`src/rtl/branch_predictor.sv`:
```
// Decode-stage branch predictor: direct-mapped BTB with per-entry 2-bit
// saturating counters, trained by control-flow outcomes resolved in execute.
module branch_predictor #(
  parameter int PC_WIDTH = 32,
  parameter int ENTRIES  = 16
) (
  input  logic                clk,
  input  logic                async_rst,
  input  logic [PC_WIDTH-1:0] PC_D,
  input  logic                is_branch_D,
  input  logic                update_valid_E,
  input  logic [PC_WIDTH-1:0] PC_E,
  input  logic                taken_E,
  input  logic [PC_WIDTH-1:0] target_E,
  input  logic                prediction_taken_E,
  input  logic [PC_WIDTH-1:0] predicted_PC_E,
  output logic                prediction_source_D,
  output logic [PC_WIDTH-1:0] predicted_PC_D,
  output logic                mispredict_E
);

  localparam int IDX  = $clog2(ENTRIES);
  localparam int TAGW = PC_WIDTH - IDX - 2;

  logic                valid_q  [ENTRIES];
  logic [TAGW-1:0]     tag_q    [ENTRIES];
  logic [PC_WIDTH-1:0] target_q [ENTRIES];
  logic [1:0]          ctr_q    [ENTRIES];

  logic [IDX-1:0]      idx_lk_s;
  logic [TAGW-1:0]     tag_lk_s;
  logic                hit_lk_s;
  logic [IDX-1:0]      idx_up_s;
  logic [TAGW-1:0]     tag_up_s;
  logic                hit_up_s;
  logic                write_en_s;
  logic [PC_WIDTH-1:0] target_d;
  logic [1:0]          ctr_d;
  logic                unused_s;

  function automatic logic [IDX-1:0] pc_index(input logic [PC_WIDTH-1:0] pc);
    return pc[IDX+1:2];
  endfunction

  function automatic logic [TAGW-1:0] pc_tag(input logic [PC_WIDTH-1:0] pc);
    return pc[PC_WIDTH-1:IDX+2];
  endfunction

  function automatic logic [1:0] ctr_step(input logic [1:0] ctr, input logic up);
    logic [1:0] res;
    if (up) begin
      res = (ctr == 2'b11) ? 2'b11 : ctr + 2'b01;
    end else begin
      res = (ctr == 2'b00) ? 2'b00 : ctr - 2'b01;
    end
    return res;
  endfunction

  // Instruction-alignment bits carry no index or tag information.
  assign unused_s = ^{PC_D[1:0], PC_E[1:0]};

  assign idx_lk_s = pc_index(PC_D);
  assign tag_lk_s = pc_tag(PC_D);
  assign hit_lk_s = valid_q[idx_lk_s] & (tag_q[idx_lk_s] == tag_lk_s);

  assign idx_up_s = pc_index(PC_E);
  assign tag_up_s = pc_tag(PC_E);
  assign hit_up_s = valid_q[idx_up_s] & (tag_q[idx_up_s] == tag_up_s);

  // Decode lookup reads only registered state, so a same-index update is not bypassed.
  always_comb begin
    prediction_source_D = 1'b0;
    predicted_PC_D      = '0;
    if (is_branch_D & hit_lk_s & ctr_q[idx_lk_s][1]) begin
      prediction_source_D = 1'b1;
      predicted_PC_D      = target_q[idx_lk_s];
    end else begin
      prediction_source_D = 1'b0;
      predicted_PC_D      = '0;
    end
  end

  // Next state of the single entry addressed by the resolving instruction.
  always_comb begin
    write_en_s = 1'b0;
    target_d   = target_q[idx_up_s];
    ctr_d      = ctr_q[idx_up_s];
    if (update_valid_E) begin
      if (hit_up_s) begin
        write_en_s = 1'b1;
        ctr_d      = ctr_step(ctr_q[idx_up_s], taken_E);
        target_d   = taken_E ? target_E : target_q[idx_up_s];
      end else if (taken_E) begin
        write_en_s = 1'b1;
        ctr_d      = 2'b10;
        target_d   = target_E;
      end else begin
        write_en_s = 1'b0;
      end
    end else begin
      write_en_s = 1'b0;
    end
  end

  // Table storage; a miss-allocate simply overwrites whatever aliased there.
  always_ff @(posedge clk or posedge async_rst) begin
    if (async_rst) begin
      for (int i = 0; i < ENTRIES; i++) begin
        valid_q[i]  <= 1'b0;
        tag_q[i]    <= '0;
        target_q[i] <= '0;
        ctr_q[i]    <= 2'b01;
      end
    end else if (write_en_s) begin
      valid_q[idx_up_s]  <= 1'b1;
      tag_q[idx_up_s]    <= tag_up_s;
      target_q[idx_up_s] <= target_d;
      ctr_q[idx_up_s]    <= ctr_d;
    end
  end

  assign mispredict_E = update_valid_E &
                        ((prediction_taken_E != taken_E) |
                         (prediction_taken_E & taken_E & (predicted_PC_E != target_E)));

endmodule

```
`config.mk`:
```
export PLATFORM = sky130hd
export DESIGN_NAME = branch_predictor
export DESIGN_NICKNAME = d
export VERILOG_FILES = /design/src/rtl/branch_predictor.sv
export SDC_FILE = /design/constraint.sdc
export NUM_CORES = 2
export LEC_CHECK = 0
export ABC_AREA = 0
export BUFFER_PORTS_ARGS = -buffer_cell sky130_fd_sc_hd__buf_2
export CORE_UTILIZATION = 60
export CTS_CLUSTER_DIAMETER = 40
export DETAILED_ROUTE_END_ITERATION = 10
export HOLD_SLACK_MARGIN = 0.15
export PLACE_DENSITY = 0.77
export RECOVER_POWER = 50
export SETUP_SLACK_MARGIN = 0.05
export SLEW_MARGIN = 0
export SYNTH_ARGS = -nofsm -noshare
export SYNTH_HDL_FRONTEND = slang
export SYNTH_SLANG_ARGS = --single-unit
```
`constraint.sdc`:
```
create_clock -name clk -period 33.1 [get_ports clk]
set_clock_uncertainty 0.05 [all_clocks]
set_input_delay 3.31 -clock clk [delete_from_list [all_inputs] [get_ports clk]]
set_output_delay 3.31 -clock clk [all_outputs]
set_load 0.01 [all_outputs]
```
==> metrics.csv <==
metric;value;unit
required;33.68;ns
fillers;5844;
post_dp_cell_area;54700;µm²
synth_top_family_by_area;multiplexers;
powerDensity;63.2;nW/µm²
final_common_cell;dfrtp_1;
area_growth;11.5;%
drive_above_1_share;53.6;%
synth_edf_count;0;
initial_core_util;60.5;%
portBuffers;163;
h-tree-depth;4;
cts_buffers;140;
grt_setup_unrepaired;no;
tightest_slew;9.72;ns
hold_slack;0.443;ns
cp.arrival;20.68;ns
crit_slowest_cell;clkbuf_1;
design_area;59600;µm²
synth_flop_cell;dfrtp_1;
first_iter_violations;3593;
drv_cap;12;
layout_min_cycle_time;20.10;ns
netlist_instances;3443;
synth_xor_area_share;1.28;%
cts_setup_buffers;0;
ant_nets;0;
p_comb_share;17.5;%
maxSlewViolCount;1119;
ios;168;
switchingPower;1.03;mW
clkTransAtPathRegs;0.06;ns
slew_headroom;-548;%
syn_nets;3578;
drtPass1Iterations;5;
seqPwrFrac;40.7;%
path_class;input port to register;
clock_power_share;41.9;%
synth_cell_types;69;
routedWlPerCell;32.3;µm
p_sw_share;27.5;%
max_freq;49.8;MHz
seq_area;24400;µm²
antenna_found_initial;8;
die_w;300;µm
place_congestion;0.914;
rr_worst_depth;10;
cts_hold_buf;0;
synth_compound_area_share;2.25;%
final_util;67.5;%
grt_max_degree;191;
synth_warnings;0;
start_kind;input port;
mostFrequentLayoutCells;dfrtp_1, mux2_2, mux4_2, buf_2, clkbuf_16;
clk_latency;0.75;ns
multi_input_area;27200;µm²
path_max_fanout;103;
clock_path_buffers;3;
overflow;0;
grt_util_all_layers;35.2;%
synth_mux_area_share;44.9;%
ctsResizeCount;0;
via_per_inst;7.15;
status;complete, but fails checks;
max_stage_delay;5.95;ns
cts_tree;yes;
violations;capacitance limit, slew limit;
hold_path.class;register to register;
setup_violations;0;
clockRootBuffer;clkbuf_16;
hold_path_depth;1;
route.vias.total;33925;
peakVddDrop;60.1;µV
grt_pass1_wl;235000;µm
clkSinkCount;976;
synth_area;53400;µm²
finalHoldViolCount;0;
wl;153000;µm
drc;0;
hpwlAfterDp;89300;µm
timing.final.crit_share;60.7;%
p_leak;26.1;nW
crit_chain;clkbuf_1 -> clkbuf_1 -> nand2_1 -> a211oi_1 -> nor4_1 -> nor3_1 -> a21oi_1 -> a211o_1 -> nor3_1 -> a32o_1 -> buf_4 -> mux2_2;
ys_seq_area_share;45.8;%
nNetsFinal;3601;
ys_async_sr_fraction;100;%
fp.coreArea;88200;µm²
p_int;2.73;mW
syn_area_per_cell;15.5;µm²
synth_seq_cells;976;
setup.worst_path.end_class;register;
yosys.area_share.simple;2.41;%
yosys.area_share.adder;0.0422;%
grt_pass1_vias;36814;
die_area;90200;µm²
rows;109;
die_y;300;µm
finalSetupTns;0;ns
registers in the layout, summed over array words and instances (netlist names):
name / cells
ctr_q: 32
valid_q: 16
tag_q: 416
target_q: 512
metal layers:
| metal | GRT usage, % | routed length, µm |
|---|---|---|
| met1 | 46.3 | 58100 |
| met2 | 55.3 | 73700 |
| met5 | 0 | 46 |
| met3 | 7.83 | 12900 |
| met4 | 18.2 | 8320 |
worst paths after layout:
path	from	to	slack, ns
hold reg to reg	valid_q[2]$_DFFE_PP0P_	valid_q[2]$_DFFE_PP0P_	0.44
min in group asynchronous	async_rst	tag_q[412]$_DFFE_PP0P_	4.42
max in group asynchronous	async_rst	target_q[423]$_DFFE_PP0P_	14.81
hold / removal	valid_q[2]$_DFFE_PP0P_	valid_q[2]$_DFFE_PP0P_	0.44
setup / recovery	PC_E[2]	target_q[462]$_DFFE_PP0P_	13.00
setup reg to reg	tag_q[292]$_DFFE_PP0P_	target_q[462]$_DFFE_PP0P_	26.43
power by group through the flow:
stage	clock network (mW)	logic, mW	registers [mW]
after global routing	1.65	0.698	1.55
final	1.57	0.657	1.53
after global placement	0	0.622	1.52
after CTS	1.59	0.655	1.52
after detailed placement	0	0.650	1.54
after floorplan	0	0.511	1.49
cells in the mapped netlist (all sizes together) (16+ instances only):
library cell	number	share of area, %
a211oi	16	0.22
a21oi	22	0.21
a22oi	22	0.31
buf	196	2.1
clkbuf	148	1.0
dfrtp	960	45
dfstp	16	0.79
inv	27	0.19
mux2	1017	21
mux2i	91	1.7
mux4	515	22
nand2	38	0.27
nand4	17	0.20
nor2	23	0.22
nor2b	53	0.62
o21ai	31	0.29
o22ai	29	0.34
or2	20	0.23
xnor2	67	1.1
worst max-delay path, delay by kind of cell:
family | cells | cell delay [ns]
AOI/OAI and AO/OA | 4 | 2.41
buffers and inverters | 3 | 10.32
muxes | 1 | 0.42
and+or+nand+nor | 4 | 3.99
cell families (layout without fill, tap and decap cells):
family          count (synthesis)  count (layout)
buf+inv                       371             504
xor+xnor                       78              78
fa+ha+maj                       2               2
mux                          1623            1623
flops                         976             976
other cells                     0               3
simple gates                  218             218
compound gates                175             175
per-stage QoR:
stage	std cells	total power [mW]	setup WS, ns
floorplan	3443	2.00	2.31
global placement	4489	2.14	21.85
detailed placement	4489	2.19	21.71
CTS	4741	3.77	21.72
global route	4744	3.90	11.29
finish	4744	3.76	13.00
cell type report:
type                    count  share of cell area, %
clock inverters            82                   2.03
flip-flops and latches    976                   41.0
multi-input cells        2096                   45.7
repair buffers            225                   2.20
clock buffers             170                   6.36
inverters                  27                  0.174
diodes                      3                 0.0126
well taps                1165                   2.45
(Power assumes the default switching activity.)
